===== src/rtl/alu_arbiter.sv =====
// rtl/alu_arbiter.sv - round-robin arbiter sharing one alu between two requesters
// Contains the shared alu datapath and the arbiter FSM around it.

module alu #(
   parameter int WIDTH = 32
) (
   input  logic [3:0]       func,
   input  logic [WIDTH-1:0] a,
   input  logic [WIDTH-1:0] b,
   output logic [WIDTH-1:0] y
);
   localparam int SW = (WIDTH > 1) ? $clog2(WIDTH) : 1;

   always_comb begin
      y = '0;
      case (func)
         4'd0: y = a + b;
         4'd1: y = a - b;
         4'd2: y = a & b;
         4'd3: y = a | b;
         4'd4: y = a ^ b;
         4'd5: y = a << b[SW-1:0];
         4'd6: y = a >> b[SW-1:0];
         4'd7: y[0] = (a < b);
         default: y = '0;
      endcase
   end
endmodule

module alu_arbiter #(
   parameter int WIDTH = 32
) (
   input  logic             clk,
   input  logic             rst,
   input  logic             req0,
   input  logic [3:0]       func0,
   input  logic [WIDTH-1:0] a0,
   input  logic [WIDTH-1:0] b0,
   output logic             ack0,
   input  logic             req1,
   input  logic [3:0]       func1,
   input  logic [WIDTH-1:0] a1,
   input  logic [WIDTH-1:0] b1,
   output logic             ack1,
   output logic [WIDTH-1:0] res,
   output logic             res_id,
   output logic             res_valid,
   input  logic             res_ready,
   output logic             busy
);
   typedef enum logic [1:0] {IDLE, EXEC, DONE} state_t;

   state_t           state;
   logic             last_id;
   logic [3:0]       func_r;
   logic [WIDTH-1:0] a_r;
   logic [WIDTH-1:0] b_r;
   logic [WIDTH-1:0] alu_y;
   logic             grant_id;

   // Port 1 wins only if port 0 is idle or port 0 held the previous grant.
   assign grant_id = !(req0 && (!req1 || last_id));
   assign busy     = (state != IDLE);

   alu #(.WIDTH(WIDTH)) u_alu (
      .func (func_r),
      .a    (a_r),
      .b    (b_r),
      .y    (alu_y)
   );

   always_ff @(posedge clk) begin
      if (!rst) begin
         state     <= IDLE;
         last_id   <= 1'b1;
         ack0      <= 1'b0;
         ack1      <= 1'b0;
         res_valid <= 1'b0;
         res       <= '0;
         res_id    <= 1'b0;
         func_r    <= '0;
         a_r       <= '0;
         b_r       <= '0;
      end else begin
         case (state)
            IDLE: begin
               if (req0 || req1) begin
                  func_r  <= grant_id ? func1 : func0;
                  a_r     <= grant_id ? a1 : a0;
                  b_r     <= grant_id ? b1 : b0;
                  last_id <= grant_id;
                  ack0    <= !grant_id;
                  ack1    <= grant_id;
                  state   <= EXEC;
               end
            end
            EXEC: begin
               ack0      <= 1'b0;
               ack1      <= 1'b0;
               res       <= alu_y;
               res_id    <= last_id;
               res_valid <= 1'b1;
               state     <= DONE;
            end
            DONE: begin
               if (res_ready) begin
                  res_valid <= 1'b0;
                  state     <= IDLE;
               end
            end
            default: state <= IDLE;
         endcase
      end
   end
endmodule


===== config.mk =====
export PLATFORM = sky130hd
export DESIGN_NAME = alu_arbiter
export DESIGN_NICKNAME = d
export VERILOG_FILES = /design/src/rtl/alu_arbiter.sv
export SDC_FILE = /design/constraint.sdc
export NUM_CORES = 1
export LEC_CHECK = 0
export ABC_AREA = 1
export BUFFER_PORTS_ARGS = -buffer_cell sky130_fd_sc_hd__buf_2
export CORE_MARGIN = 2
export CORE_UTILIZATION = 30
export CTS_BUF_LIST = sky130_fd_sc_hd__clkbuf_16
export DETAILED_ROUTE_END_ITERATION = 8
export SKIP_LAST_GASP = 1
export SYNTH_ARGS = -nofsm -noshare
export SYNTH_HDL_FRONTEND = slang
export SYNTH_SLANG_ARGS = --single-unit

===== constraint.sdc =====
create_clock -name clk -period 2.58 [get_ports clk]
set_input_delay 0.258 -clock clk [delete_from_list [all_inputs] [get_ports clk]]
set_output_delay 0.258 -clock clk [all_outputs]
set_load 0.02 [all_outputs]

==> results by group, run 1 <==
Detailed routing
  – Met2 wire len: between 20,000 and 30,000 microns
  – Wire length on met3: between 6000 and 7000 microns
  – Routed wire length: around 68,000 microns
  – Via density: roughly 5.3
  – Detailed Routing Iterations Pass 1: 8
  – DR DRC count: 13
  – Routed vias: between 15,000 and 20,000
  – Highest Signal Layer: met4
  – Routed len/inst: 19.9 microns
  – M1 wire length: roughly 30,000 microns
  – Antenna Nets Post-Route: 0
  – First DRT Iteration DRCs: 2,063

Synthesis
  – Synth area leaders: nand2_1 22%, nand3_1 17%, dfxtp_1 15%
  – Synth unique cells: 43
  – Synthesis-stage register bit count: 107
  – Syn_nets: 2,862
  – Post-synth top cells: 834 x nand2_1, 477 x nand3_1, 374 x inv_1, 187 x nor2_1
  – Asr flop ratio synth: 0%
  – Synthesized area: about 0.014 sq mm
  – Post-synth EDFFs: 0
  – Most area-hungry cell type in the Yosys netlist: nand2_1
  – Seq/Total Area, Yosys: 15.1%
  – Synth top area share: 22.0%
  – Syn_area_per_cell: around 5.4 sq um
  – Count leader, synth: nand2_1
  – Most used flip-flop cell after synthesis: dfxtp_1
  – Post-synthesis cell count: roughly 2,600
  – YS warnings: 0

Global route
  – First-pass GRT wire length: a little over 100,000 microns
  – All-Layer GR Usage: a little over a quarter
  – Initial antenna violation count: 1
  – Vias in the first global route: 16,800
  – Grt total ovfl: 0
  – Largest net degree at the start of global routing: just under 80

Worst setup path
  – RR Startpoint: b_r[0]
  – Critical Path RT: 2840 ps
  – Worst Setup Path Type: register to register
  – Crit Path Max Fanout: 13
  – Crit end category: register
  – Worst Path Arrival: 2730 ps
  – CP startpoint: b_r[0]
  – CP startpoint kind: register

Floorplanning
  – Die area: slightly below 0.05 sq mm
  – # rows: 79
  – Initial Util: between 30 and 40%
  – DIE WIDTH: ~220 microns
  – I/O pins: between 150 and 200
  – Core ar.: between 0.04 and 0.05 sq mm
  – Die H: ~220 microns

Power and ir drop
  – Pwr dens: ~530 mW/mm^2
  – Worst VDD drop: 348 uV
  – Leakage: ~9 nW

Clock network
  – CTS buffer count: 9
  – CTS tree: yes
  – Clk root buf: clkbuf_16
  – Clock tree buffer depth: 2
  – H-Tree Depth: 3
  – Clk sinks: 107
  – Clock-pin transition on the worst setup and hold timing paths: approximately 90 ps
  – Worst-Skew Late Latency: 410 ps
  – Post-CTS Setup Repair Bufs: 0

Placement
  – Hpwl dp: between 50,000 and 60,000 microns
  – Worst slack, placed: -27.8 ps
  – Placed cell areas: 0.0164 sq mm
  – GPL Wtd Cong: between 1 and 1.5
  – PortBufs: between 150 and 200
  – Placed Cells: ~3,400

Timing
  – Worst Max-Slew Pin Slew: ~840 ps
  – Max Slew Vio Count: 0
  – Final worst-path cycle share: between 90% and 100%
  – Max Clock Skew: roughly 23 ps
  – Final hold violations: 0
  – RSZ-0062 raised after global routing: false
  – F_max: approximately 400 MHz
  – Setup slack after layout: approximately 110 ps
  – Total Neg Setup Slack: 0 ps
  – Relative slew slack: 43.8%
  – Final Setup Violations: 0
  – Min Clock Period, post-route: 2470 ps

Finish
  – Final instance area: 0.0168 sq mm
  – Area grow syn2layout: 18.6%
  – Share of cells above drive strength 1: around 14%
  – Post-layout net count: around 3,000
  – Antenna diodes: 0
  – Final Non-Filler Cells: 3,426
  – Final design utilization: 36.1%

Job
  – MaxCap Viol Count: 0

Worst hold path
  – Worst hold-check path type: primary input to register
  – Hold path start: res_ready

Status
  – Failing checks: DRC
  – Status: complete, but fails checks
-- layout make-up --
class                   count  area, sq um
repair buffers            324         2110
multi-input cells        1984        10000
well taps                 607          759
inverters                 388         1460
clock inverters             7          108
clock buffers               9          225
flip-flops and latches    107         2150
fillers                  5400        29800
-- critical path, cell delays in order (launching register included) --
cell and delay, ps:
dfxtp_1 320, buf_4 160, buf_4 190, ha_1 230
o21ai_0 300, nand3_1 130, nand2_1 180, xor2_1 150
o21ai_0 140, nand3b_1 330, nand2_1 130, a21oi_1 60
-- metrics by stage --
stage | total power, mW | hold WS [ps]
4_1_cts | 8.84 | 16.9
6_report | 8.96 | 29.7
2_1_floorplan | 5.20 | 353
5_1_grt | 9.55 | 36.9
3_5_place_dp | 7.14 | 455
3_3_place_gp | 7.16 | 450
-- routing by layer --
metal	GRT usage (%)	up-vias
li1	-	8816
met1	36.9	8273
met2	42.6	855
met3	4.97	121
met4	10.1	0
met5	0	-
-- final timing paths --
check	to	slack (ps)	cells after the start
setup reg to reg	res[7]	110	11
hold / removal	res_valid	30	2
setup / recovery	res[7]	110	11
hold reg to reg	res[3]	460	2
-- repair_timing --
item / in CTS / in global routing
pin swaps: 0 / 0
gates cloned: 0 / 0
hold buffers: 0 / 0
resized for setup: 3 / 27
setup endpoints to repair: 5 / 25
-- power by group --
group	total, mW	switching (mW)	internal [mW]
clock	1.67	0.799	0.871
sequential	1.95	0.133	1.82
combinational	5.34	3.63	1.71
-- cell families (layout without fill, tap and decap cells) --
family,after synthesis,in the layout,synth area share [%]
AO/OA/AOI/OAI,302,302,13.0
XOR/XNOR,3,3,0.185
adder cells (fa/ha/maj),109,109,9.71
buffers and inverters,521,728,15.0
flip-flops,107,107,15.1
multiplexers,1,1,0.0705
AND/OR/NAND/NOR,1569,1569,46.9
-- placed cells by master, fill, tap and decap left out, types with 18 or more instances in the layout --
master	count
nand2_1	832
nand3_1	472
inv_1	373
nor2_1	182
buf_2	177
buf_4	137
dfxtp_1	99
a21oi_1	98
ha_1	96
o211ai_1	93
o21ai_0	46
o22ai_1	28
nand4_1	19
nor3_1	18
-- state kept, by name (all words and copies together) (netlist names) --
register	cells
a_r	32
ack0	1
ack1	1
b_r	32
func_r	4
last_id	1
res	32
res_id	1
res_valid	1
state	2
No activity file was read; power rests on OpenSTA's default activity.
==> run 2: changes to the inputs <==
--- a/config.mk
+++ b/config.mk
@@ -5,12 +5,13 @@
 export SDC_FILE = /design/constraint.sdc
 export NUM_CORES = 1
 export LEC_CHECK = 0
-export ABC_AREA = 1
+export ABC_AREA = 0
 export BUFFER_PORTS_ARGS = -buffer_cell sky130_fd_sc_hd__buf_2
 export CORE_MARGIN = 2
 export CORE_UTILIZATION = 30
 export CTS_BUF_LIST = sky130_fd_sc_hd__clkbuf_16
 export DETAILED_ROUTE_END_ITERATION = 8
+export GPL_TIMING_DRIVEN = 0
 export SKIP_LAST_GASP = 1
 export SYNTH_ARGS = -nofsm -noshare
 export SYNTH_HDL_FRONTEND = slang
==> results by group, run 2 <==
Power and ir drop
  – Clock share of power: 16.3%
  – Overall power: 9.69 mW
  – Leakage: between 6 and 7 nW
  – P_sw: around 4.8 mW
  – Combinational share of power: roughly 62%
  – Worst VDD drop: about 380 uV
  – Cell-internal power: approximately 5 mW
  – Switch share: 49.3%
  – Sequential Power Share: 21.7%
  – Pwr dens: 571 mW/mm^2

Global route
  – Vias in the first global route: ~15,000
  – All-Layer GR Usage: around a third
  – Initial antenna violation count: 2
  – First-pass GRT wire length: around 100,000 microns
  – Grt total ovfl: 0
  – Largest net degree at the start of global routing: 18

Synthesis
  – Post-synth top cells: 246 x nor2_1, 146 x a21oi_1, 119 x nand2_1, 111 x o21ai_0
  – Synth top area share: around 18%
  – Synthesized area: around 0.012 sq mm
  – YS warnings: 0
  – Seq/Total Area, Yosys: 17.6%
  – Post-synthesis cell count: roughly 1,700
  – Most used flip-flop cell after synthesis: dfxtp_1
  – Most area-hungry cell type in the Yosys netlist: dfxtp_1
  – Syn_nets: approximately 1,900
  – Count leader, synth: nor2_1
  – Post-synth EDFFs: 0
  – Synth unique cells: 89
  – Synth area leaders: dfxtp_1 18%, ha_1 11%, nor2_1 7.6%
  – Synthesis-stage register bit count: 107
  – Syn_area_per_cell: approximately 7.3 sq um
  – Asr flop ratio synth: 0%

Detailed routing
  – First DRT Iteration DRCs: 2,308
  – Detailed Routing Iterations Pass 1: 7
  – DR DRC count: 0
  – Routed wire length: about 75,000 microns
  – Via density: about 6.4
  – Routed vias: around 16,000
  – Routed len/inst: ~30 microns
  – Antenna Nets Post-Route: 0

Clock network
  – Clock-pin transition on the worst setup and hold timing paths: roughly 90 ps
  – CTS buffer count: 9
  – Clk sinks: 107
  – CTS Hold Bufs: 0
  – Clock tree buffer depth: 2
  – H-Tree Depth: 3
  – Clk root buf: clkbuf_16
  – Worst-Skew Late Latency: between 400 and 500 ps
  – CTS tree: yes

Placement
  – Placed Cells: approximately 2,400
  – PortBufs: about 180
  – Worst slack, placed: -1750 ps
  – Hpwl dp: 57,500 microns
  – GPL Wtd Cong: 1.05

Status
  – Failing checks: capacitance limit, slew limit, setup timing
  – Status: complete, but fails checks

Finish
  – Share of cells above drive strength 1: 36.2%
  – Most frequent cells in the layout: 235 x nor2_1, 193 x buf_2, 121 x buf_4
  – Post-layout net count: around 2,200
  – Final Non-Filler Cells: 2,500
  – Largest regs: a_r x32, b_r x32, res x32
  – Area grow syn2layout: 39.3%
  – Most frequent standard cell in the layout excluding fill and tap cells: nor2_1

Worst setup path
  – CP startpoint: b_r[1]
  – Crit end category: register
  – Critical Path RT: between 2000 and 3000 ps
  – CP startpoint kind: register
  – Worst Path Arrival: 3630 ps
  – Crit Path Max Fanout: 4
  – RR Startpoint: b_r[1]
  – Worst Setup Path Type: register to register

Floorplanning
  – Core ar.: between 0.03 and 0.04 sq mm
  – # rows: 73
  – Die area: 0.0422 sq mm
  – DIE WIDTH: ~210 microns
  – Die H: 206 microns
  – I/O pins: between 150 and 200
  – Initial Util: between 30 and 40%

Timing
  – F_max: 301 MHz
  – Final worst-path cycle share: 129%
  – Worst Max-Slew Pin Slew: 1580 ps
  – Max Clock Skew: 21.9 ps
  – Final hold violations: 0
  – Final Setup Violations: 32
  – Setup slack after layout: -747 ps
  – Worst hold slack: roughly 70 ps
  – RSZ-0062 raised after global routing: true
  – Max Slew Vio Count: 7
  – Min Clock Period, post-route: roughly 3300 ps
  – Relative slew slack: -5.38%

Job
  – MaxCap Viol Count: 1

Worst hold path
  – Worst hold-check path type: primary input to register
  – Hold path start: b1[17]
## run 2: changes by cell type after synthesis, moves of 65 or more
cell	change
nand3_1	-443
inv_1	-276
nand2_1	-715
a222oi_1	+68
o211ai_1	-75
o21ai_0	+65
## run 2: logic make-up (layout without fill, tap and decap cells)
logic type / after synthesis / count (layout) / share of synthesized area [%]
compound gates: 612 / 612 / 35.6
xor+xnor: 9 / 9 / 0.647
fa+ha+maj: 109 / 109 / 11.3
buf+inv: 241 / 554 / 8.07
flops: 107 / 107 / 17.6
mux: 77 / 77 / 8.75
other cells: 0 / 1 / 0
simple gates: 506 / 506 / 18.1
## run 2: timing repair
item,4_1_cts,5_1_grt
resized for setup,305,166
endpoints found under the setup margin,48,32
buffers inserted,73,60
cloned,0,2
pin swaps,75,73
## run 2: power groups by stage
stage / sequential (mW) / combinational (mW) / clock, mW
after floorplan: 2.02 / 2.81 / 0
after detailed placement: 2.14 / 4.45 / 0
after global placement: 2.13 / 4.47 / 0
after CTS: 2.09 / 5.24 / 1.62
after global routing: 2.11 / 6.24 / 1.67
final: 2.10 / 6.01 / 1.58
## run 2: layer usage
metal  wire length, microns  track usage, %  vias to the layer above
met1                  30300            46.1                     7762
li1                       -               -                     6876
met4                   4730            16.2                        0
met5                      0               0                        -
met3                   7870            6.94                      263
met2                  32600            53.7                     1096
## run 2: layout make-up
class                           count  area, sq um
Clock inverter                      7         85.1
Tap cell                          525          657
Clock buffer                        9          225
Multi-Input combinational cell   1313        10400
Timing Repair Buffer              309         1980
Sequential cell                   107         2240
Buffer                            127          903
Antenna cell                        1         2.50
Inverter                          102          443
Fill cell                        4157        22900
## run 2: path summary, 6_finish.rpt
| check | to | slack [ps] | depth (start not counted) |
|---|---|---|---|
| hold / removal | b_r[17] | 70 | 3 |
| hold reg to reg | res[9] | 450 | 2 |
| setup reg to reg | res[10] | -750 | 16 |
| setup / recovery | res[10] | -750 | 16 |
## run 2: metrics by stage
step	utilization (%)	area, sq um	setup TNS (ps)
2_1_floorplan	-	12400	-3780
3_3_place_gp	35.0	14000	-50640
3_5_place_dp	35.1	14000	-41800
4_1_cts	39.8	15900	-13850
5_1_grt	42.5	17000	-17560
6_report	42.5	17000	-15350
## run 2: critical path: stages, from the launching register on
cell	delay [ps]
dfxtp_4	370
buf_8	130
inv_8	30
clkbuf_16	150
fa_2	350
and2b_1	240
o211ai_1	130
a31oi_2	300
buf_4	190
buf_6	100
o21a_1	160
nor2_4	60
o31ai_4	260
nor4_2	60
a31oi_1	240
o311ai_2	190
a22o_1	230
